$ cat config.mk
export PLATFORM = sky130hd
export DESIGN_NAME = simd_issue_exec
export DESIGN_NICKNAME = d
export VERILOG_FILES = /design/src/rtl/simd_issue_exec.sv
export SDC_FILE = /design/constraint.sdc
export NUM_CORES = 1
export LEC_CHECK = 0
export BUFFER_PORTS_ARGS = -buffer_cell sky130_fd_sc_hd__clkbuf_2
export CELL_PAD_IN_SITES_DETAIL_PLACEMENT = 0
export CELL_PAD_IN_SITES_GLOBAL_PLACEMENT = 2
export CORE_AREA = 2 2 193 195
export DETAILED_ROUTE_END_ITERATION = 8
export DIE_AREA = 0 0 195 197
export GPL_ROUTABILITY_DRIVEN = 0
export PLACE_DENSITY_LB_ADDON = 0.25
export SLEW_MARGIN = 20
export SYNTH_ARGS = -nofsm -noshare
export SYNTH_HDL_FRONTEND = slang
export SYNTH_SLANG_ARGS = --single-unit
$ cat constraint.sdc
create_clock -name clk -period 4.5 [get_ports clk]
set_input_delay 0.9 -clock clk [delete_from_list [all_inputs] [get_ports clk]]
set_output_delay 0.9 -clock clk [all_outputs]
set_load 0.01 [all_outputs]
$ cat src/rtl/simd_issue_exec.sv
// Two-stage SIMD execute pipeline (E, W) feeding a 4 x 8-bit vector register file.
// Operands are forwarded from E and W so dependent instructions issue back to back.
module simd_issue_exec (
   input  logic        clk,
   input  logic        rst,
   input  logic        in_valid,
   input  logic [11:0] in_instr,
   output logic        in_ready,
   output logic [2:0]  addr_a,
   output logic [2:0]  addr_b,
   input  logic [31:0] vec_a,
   input  logic [31:0] vec_b,
   output logic        write_enable,
   output logic [2:0]  write_addr,
   output logic [31:0] write_data,
   output logic        busy
);

   typedef enum logic [2:0] {
      OP_ADD  = 3'd0,
      OP_SUB  = 3'd1,
      OP_ADDS = 3'd2,
      OP_MUL  = 3'd3,
      OP_AND  = 3'd4,
      OP_OR   = 3'd5,
      OP_XOR  = 3'd6,
      OP_MOV  = 3'd7
   } op_e;

   typedef enum logic {
      MUL_P0 = 1'b0,
      MUL_P1 = 1'b1
   } mul_ph_e;

   logic        e_valid_q, e_valid_d;
   op_e         e_op_q,    e_op_d;
   logic [2:0]  e_dest_q,  e_dest_d;
   logic [31:0] e_a_q,     e_a_d;
   logic [31:0] e_b_q,     e_b_d;
   logic        w_valid_q, w_valid_d;
   logic [2:0]  w_dest_q,  w_dest_d;
   logic [31:0] w_data_q,  w_data_d;
   mul_ph_e     mul_ph_q,  mul_ph_d;

   logic [31:0] alu_out;
   logic [31:0] opnd_a, opnd_b;
   logic        mul_hold;
   logic        accept;

   assign addr_a       = in_instr[5:3];
   assign addr_b       = in_instr[2:0];
   assign write_enable = w_valid_q;
   assign write_addr   = w_dest_q;
   assign write_data   = w_data_q;
   assign busy         = e_valid_q | w_valid_q;

   // MUL occupies E for two cycles; the first cycle blocks issue.
   assign mul_hold = e_valid_q & (e_op_q == OP_MUL) & (mul_ph_q == MUL_P0);
   assign in_ready = rst & ~mul_hold;
   assign accept   = in_valid & in_ready;

   always_comb begin
      logic [7:0]  la, lb;
      logic [8:0]  sum;
      logic [15:0] prod;
      alu_out = '0;
      for (int unsigned i = 0; i < 4; i++) begin
         la   = e_a_q[8*i +: 8];
         lb   = e_b_q[8*i +: 8];
         sum  = {1'b0, la} + {1'b0, lb};
         prod = {8'd0, la} * {8'd0, lb};
         case (e_op_q)
            OP_ADD:  alu_out[8*i +: 8] = sum[7:0];
            OP_SUB:  alu_out[8*i +: 8] = la - lb;
            OP_ADDS: alu_out[8*i +: 8] = sum[8] ? 8'hFF : sum[7:0];
            OP_MUL:  alu_out[8*i +: 8] = prod[7:0];
            OP_AND:  alu_out[8*i +: 8] = la & lb;
            OP_OR:   alu_out[8*i +: 8] = la | lb;
            OP_XOR:  alu_out[8*i +: 8] = la ^ lb;
            default: alu_out[8*i +: 8] = la;
         endcase
      end
   end

   // E is the younger value, so it outranks W; both outrank the file.
   always_comb begin
      if (e_valid_q && (e_dest_q == addr_a))      opnd_a = alu_out;
      else if (w_valid_q && (w_dest_q == addr_a)) opnd_a = w_data_q;
      else                                        opnd_a = vec_a;
      if (e_valid_q && (e_dest_q == addr_b))      opnd_b = alu_out;
      else if (w_valid_q && (w_dest_q == addr_b)) opnd_b = w_data_q;
      else                                        opnd_b = vec_b;
   end

   always_comb begin
      e_valid_d = e_valid_q;
      e_op_d    = e_op_q;
      e_dest_d  = e_dest_q;
      e_a_d     = e_a_q;
      e_b_d     = e_b_q;
      w_valid_d = w_valid_q;
      w_dest_d  = w_dest_q;
      w_data_d  = w_data_q;
      mul_ph_d  = mul_ph_q;
      if (mul_hold) begin
         w_valid_d = 1'b0;
         mul_ph_d  = MUL_P1;
      end else begin
         mul_ph_d  = MUL_P0;
         w_valid_d = e_valid_q;
         if (e_valid_q) begin
            w_dest_d = e_dest_q;
            w_data_d = alu_out;
         end
         e_valid_d = accept;
         if (accept) begin
            e_op_d   = op_e'(in_instr[11:9]);
            e_dest_d = in_instr[8:6];
            e_a_d    = opnd_a;
            e_b_d    = opnd_b;
         end
      end
   end

   always_ff @(posedge clk or negedge rst) begin
      if (!rst) begin
         e_valid_q <= 1'b0;
         e_op_q    <= OP_ADD;
         e_dest_q  <= '0;
         e_a_q     <= '0;
         e_b_q     <= '0;
         w_valid_q <= 1'b0;
         w_dest_q  <= '0;
         w_data_q  <= '0;
         mul_ph_q  <= MUL_P0;
      end else begin
         e_valid_q <= e_valid_d;
         e_op_q    <= e_op_d;
         e_dest_q  <= e_dest_d;
         e_a_q     <= e_a_d;
         e_b_q     <= e_b_d;
         w_valid_q <= w_valid_d;
         w_dest_q  <= w_dest_d;
         w_data_q  <= w_data_d;
         mul_ph_q  <= mul_ph_d;
      end
   end

endmodule
Yosys cells after proc, flatten, opt, wreduce, memory -nomap -nowiden
Cells that the tools add are included.

Output and inout bits: 44. Flip-flop bits (word level): 108. Word-level logic and storage cells: 71.

$mul: 4. $add $sub $neg: 8. Equality and inequality tests: 10. Reduce and logical (&&, ||, !) cells: 7. Bitwise logic cells: 19. Multiplexer cells: 14.

Operators with widths (number): $pmux 8 s7 (4); $mux 32 (4); $add 8x8->9 (4); $and 8x8->8 (4); $mul 8x8->8 (4); $mux 8 (4); $or 8x8->8 (4); $sub 8x8->8 (4); $xor 8x8->8 (4); $eq 3x3->1 (4); $eq 3x3->1 const B (3); $eq 3x2->1 const B (2); $and 1x1->1 (4); $logic_and 1x1->1 (4); $reduce_and 2->1 (2); $eq 3x1->1 const B (1); $logic_not 3->1 (1); $mux 1 (2); $not 1->1 (2); $or 1x1->1 (1).

Depth between registers and ports, before layout
Depth in word-level cells: 7. Mapped depth: 17.

Worst setup path after synthesis
Ideal clock, no wire load.

Path kind: flip-flop to flip-flop. Start point: reg e_a_q[25]. End point: reg w_data_q[31], in the netlist write_data[31]. Arrival: 3961 ps. Stages on the path, launching flop included: 15. Setup time: 135 ps. Period minus slack after synthesis: 4096 ps. Setup slack: 404 ps. Cell sequence: dfrtp_1 nand2_1 fa_1 fa_1 inv_1 fa_1 inv_1 fa_1 xor2_1 xnor3_1 xnor3_1 xnor3_1 o221ai_2 a211oi_2 o31ai_1.

Cells in the longest elaborated chain, start to end: 3. Elaborated cells on any way between the ends: 5.

RTL lines: from (decl) (RTL line 38) `logic [31:0] e_a_q, e_a_d;`; from (signal assigned) (RTL line 130) `e_a_q <= '0;`; from (signal assigned) (RTL line 140) `e_a_q <= e_a_d;`; parallel branches: the longest is 2 deep, another holds $mul 8x8->8; $pmux 8 s7 (*) (RTL line 72) `case (e_op_q)`; to (signal assigned) (RTL line 144) `w_data_q <= w_data_d;`; to (decl) (RTL line 42) `logic [31:0] w_data_q, w_data_d;`.

Mark *: on every way between the ends. A chain may end at the register's enable or synchronous reset.

Final worst setup path
Start point: reg e_a_q[2]. End point: reg e_b_q[7].

Cells in the longest elaborated chain, start to end: 4. Elaborated cells on any way between the ends: 6.

RTL lines: parallel branches: the longest is 2 deep, another holds $mul 8x8->8; $pmux 8 s7 (*) (RTL line 72); $mux 32 (*) (RTL line 90) `if (e_valid_q && (e_dest_q == addr_b)) opnd_b = alu_out;`; to (signal assigned) (RTL line 131) `e_b_q <= '0;`; to (signal assigned) (RTL line 141) `e_b_q <= e_b_d;`; to (decl) (RTL line 39) `logic [31:0] e_b_q, e_b_d;`.

Marks and branches as above.

==> results.py <==
metrics = {
    "outcome": {
        "status": "completed",
    },
    "logic_synthesis": {
        "yosysTopAreaCell": "dfrtp_1",
        "ys_seq_elements": 108,
        "syn-num-nets": 1927,
        "synth-edff-count": 0,
        "synthCells": 1636,
        "muxShareOfSynthArea": 0.0685,
        "synthSimpleGateAreaFrac": 0.134,
        "synth_top_cell_area_share": 0.203,
        "synth_fa_ha_area_frac": 0.230,
        "synthDistinctLibCells": 77,
        "synth_top_family_by_area": "adder cells",
        "yosys_warnings": 0,
        "synth_xor_area_frac": 0.0741,
        "syn-cell-area_um2": 13300,
        "syn_area_per_cell_um2": 8.15,
        "seq_area_frac_synth": 0.203,
        "synth_compound_area_frac": 0.206,
        "synthFlopType": "dfrtp_1",
        "ys_async_sr_fraction": 1.00,
        "ys_top_cells_by_area": "dfrtp_1 20%, ha_1 15%, fa_1 8.4%, mux2i_1 6.0%, nand2_1 6.0%",
    },
    "grt": {
        "grt_pass1_wl_um": 76100,
        "antenna_found_initial": 5,
        "grtUsageTotal": 0.263,
        "overflow": 0,
        "grt_max_degree": 63,
        "first_global_vias": 12200,
    },
    "floorplanning": {
        "die-width_um": 195,
        "placement_rows": 70,
        "floorplan.die_area_um2": 38400,
        "initial_core_util": 0.368,
        "io_pins": 123,
        "die_h_um": 197,
        "core_area_um2": 36300,
    },
    "setup_path": {
        "critical_path_class": "register to register",
        "cp_data_required_time_ns": 4.81,
        "r2r_slack_ns": 0.17,
        "arrival_ns": 4.64,
        "worstPathMaxFanout": 7,
        "cp-end-kind": "register",
        "worstSetupStartpointType": "register",
        "reg2reg_depth": 16,
    },
    "routing": {
        "drc": 0,
        "routed-via-count": 12200,
        "finalWirelength_um": 49500,
        "drt-vias-per-instance": 5.49,
        "ant_nets": 0,
        "firstDrtPassIters": 5,
        "drt_iter0_markers": 850,
        "wire_per_inst_um": 22.3,
    },
    "placement": {
        "dpl.hpwl_um": 38400,
        "port_buffers": 122,
        "pre_cts_ws_ns": 0.154,
        "dpl_cell_area_um2": 14700,
    },
    "clocking": {
        "clock_latency_ns": 0.39,
        "clock-sinks": 108,
        "cts_made_buffers": 9,
        "cts_tree": "built",
        "clk_pin_slew_worst_paths_ns": 0.09,
        "ctsRootBufferMaster": "clkbuf_16",
        "clock_path_buffers": 2,
        "htreeDepth": 3,
    },
    "sta": {
        "fmax_ghz": 0.231,
        "post-route-min-period_ns": 4.33,
        "worst_clock_skew_ns": 0.0196,
        "setup_viol": 0,
        "finalCritPeriodShare": 0.963,
        "post-route-worst-setup-slack_ns": 0.165,
        "finalHoldViolations": 0,
        "max_slew_margin": 0.357,
        "slew_violations": 0,
        "worst_pin_slew_ns": 0.961,
    },
    "cells_and_area": {
        "final_layout_size_suffix_gt1_frac": 0.140,
        "most-common-layout-cells": "211 x nand2_1, 192 x inv_1, 156 x ha_1, 128 x nor2_1, 121 x clkbuf_2",
        "fin_area_um2": 15000,
        "nets": 2042,
        "syn_to_final_growth_pct": 12.7,
        "layout_commonest_cell": "nand2_1",
        "fin_util": 0.415,
    },
    "worst_hold_path": {
        "hold_path.class": "input port to async pin",
    },
    "flow_run": {
        "maxCapViolCount": 0,
    },
    "power_and_ir_drop": {
        "p_total_uw": 6990,
        "p_per_area_nw_per_um2": 465,
        "ir_drop_uv": 272,
        "p_leak_uw": 0.00774,
    },
}
[cells by family (layout without fill, tap and decap cells)]
group | Yosys count | count (layout)
compound gates | 429 | 429
flops | 108 | 108
other cells | 0 | 2
simple gates | 420 | 420
mux | 89 | 89
xor+xnor | 94 | 94
buf+inv | 284 | 404
fa+ha+maj | 212 | 212
[critical path: stages, from the launching register on]
cell,delay (ns)
dfrtp_2,0.43
ha_1,0.28
inv_1,0.14
fa_1,0.43
inv_1,0.08
fa_1,0.41
ha_1,0.28
inv_1,0.05
fa_1,0.47
inv_1,0.04
ha_1,0.31
a21o_1,0.19
a21oi_1,0.19
xnor3_1,0.39
o221ai_2,0.22
o22ai_1,0.13
o221ai_1,0.21
[area by class of cell]
type / instances / area, µm²
Multi-Input combinational cell: 1244 / 9550
Antenna cell: 2 / 5.00
Tap cell: 468 / 586
Inverter: 202 / 758
Timing Repair Buffer: 186 / 1110
Fill cell: 3834 / 21200
Clock buffer: 9 / 225
Clock inverter: 7 / 92.6
Sequential cell: 108 / 2710
[stage by stage]
stage / instances / hold WS [ns] / setup TNS (ns)
CTS: 2222 / 0.435 / 0
global route: 2224 / 0.444 / -0.0104
detailed placement: 2206 / 0.521 / 0
floorplan: 1636 / 0.503 / 0
global placement: 2206 / 0.512 / 0
finish: 2226 / 0.426 / 0
[registers in the layout, indices dropped and copies added, names as in the netlist]
name          flops
write_enable      1
write_addr        3
e_valid_q         1
e_a_q            32
mul_ph_q          1
e_dest_q          3
write_data       32
e_op_q            3
e_b_q            32
[timing repair]
item                       4_1_cts  5_1_grt
setup endpoints to repair        0        9
hold buffers                     0        0
gates resized for setup          0        8
buffers inserted                 0        2
[final timing paths]
path | startpoint | endpoint
setup / recovery | e_a_q[2] | e_b_q[7]
hold / removal | rst | write_addr[0]
setup reg to reg | e_a_q[2] | e_b_q[7]
hold reg to reg | write_data[18] | write_data[18]
max in group asynchronous | rst | e_a_q[10]
min in group clk | write_data[18] | write_data[18]
[cell usage after synthesis (all sizes together) (38+ instances only)]
master and number:
a21oi 104, buf 38, clkbuf 44, dfrtp 108, fa 56, ha 156
inv 200, mux2i 80, nand2 212, nor2 130, o21ai 123, xnor2 60
[where the power goes]
group / switching, µW / internal (µW) / total, µW
Combinational: 2620 / 1890 / 4510
Sequential: 338 / 1220 / 1550
Clock: 468 / 448 / 916
[per-layer routing]
layer  GRT usage  routed length [µm]
met5           0                  37
met3      0.0530                3570
met1       0.372               23400
met2       0.406               21500
met4      0.0749                1040
No activity file was read; power rests on OpenSTA's default activity.
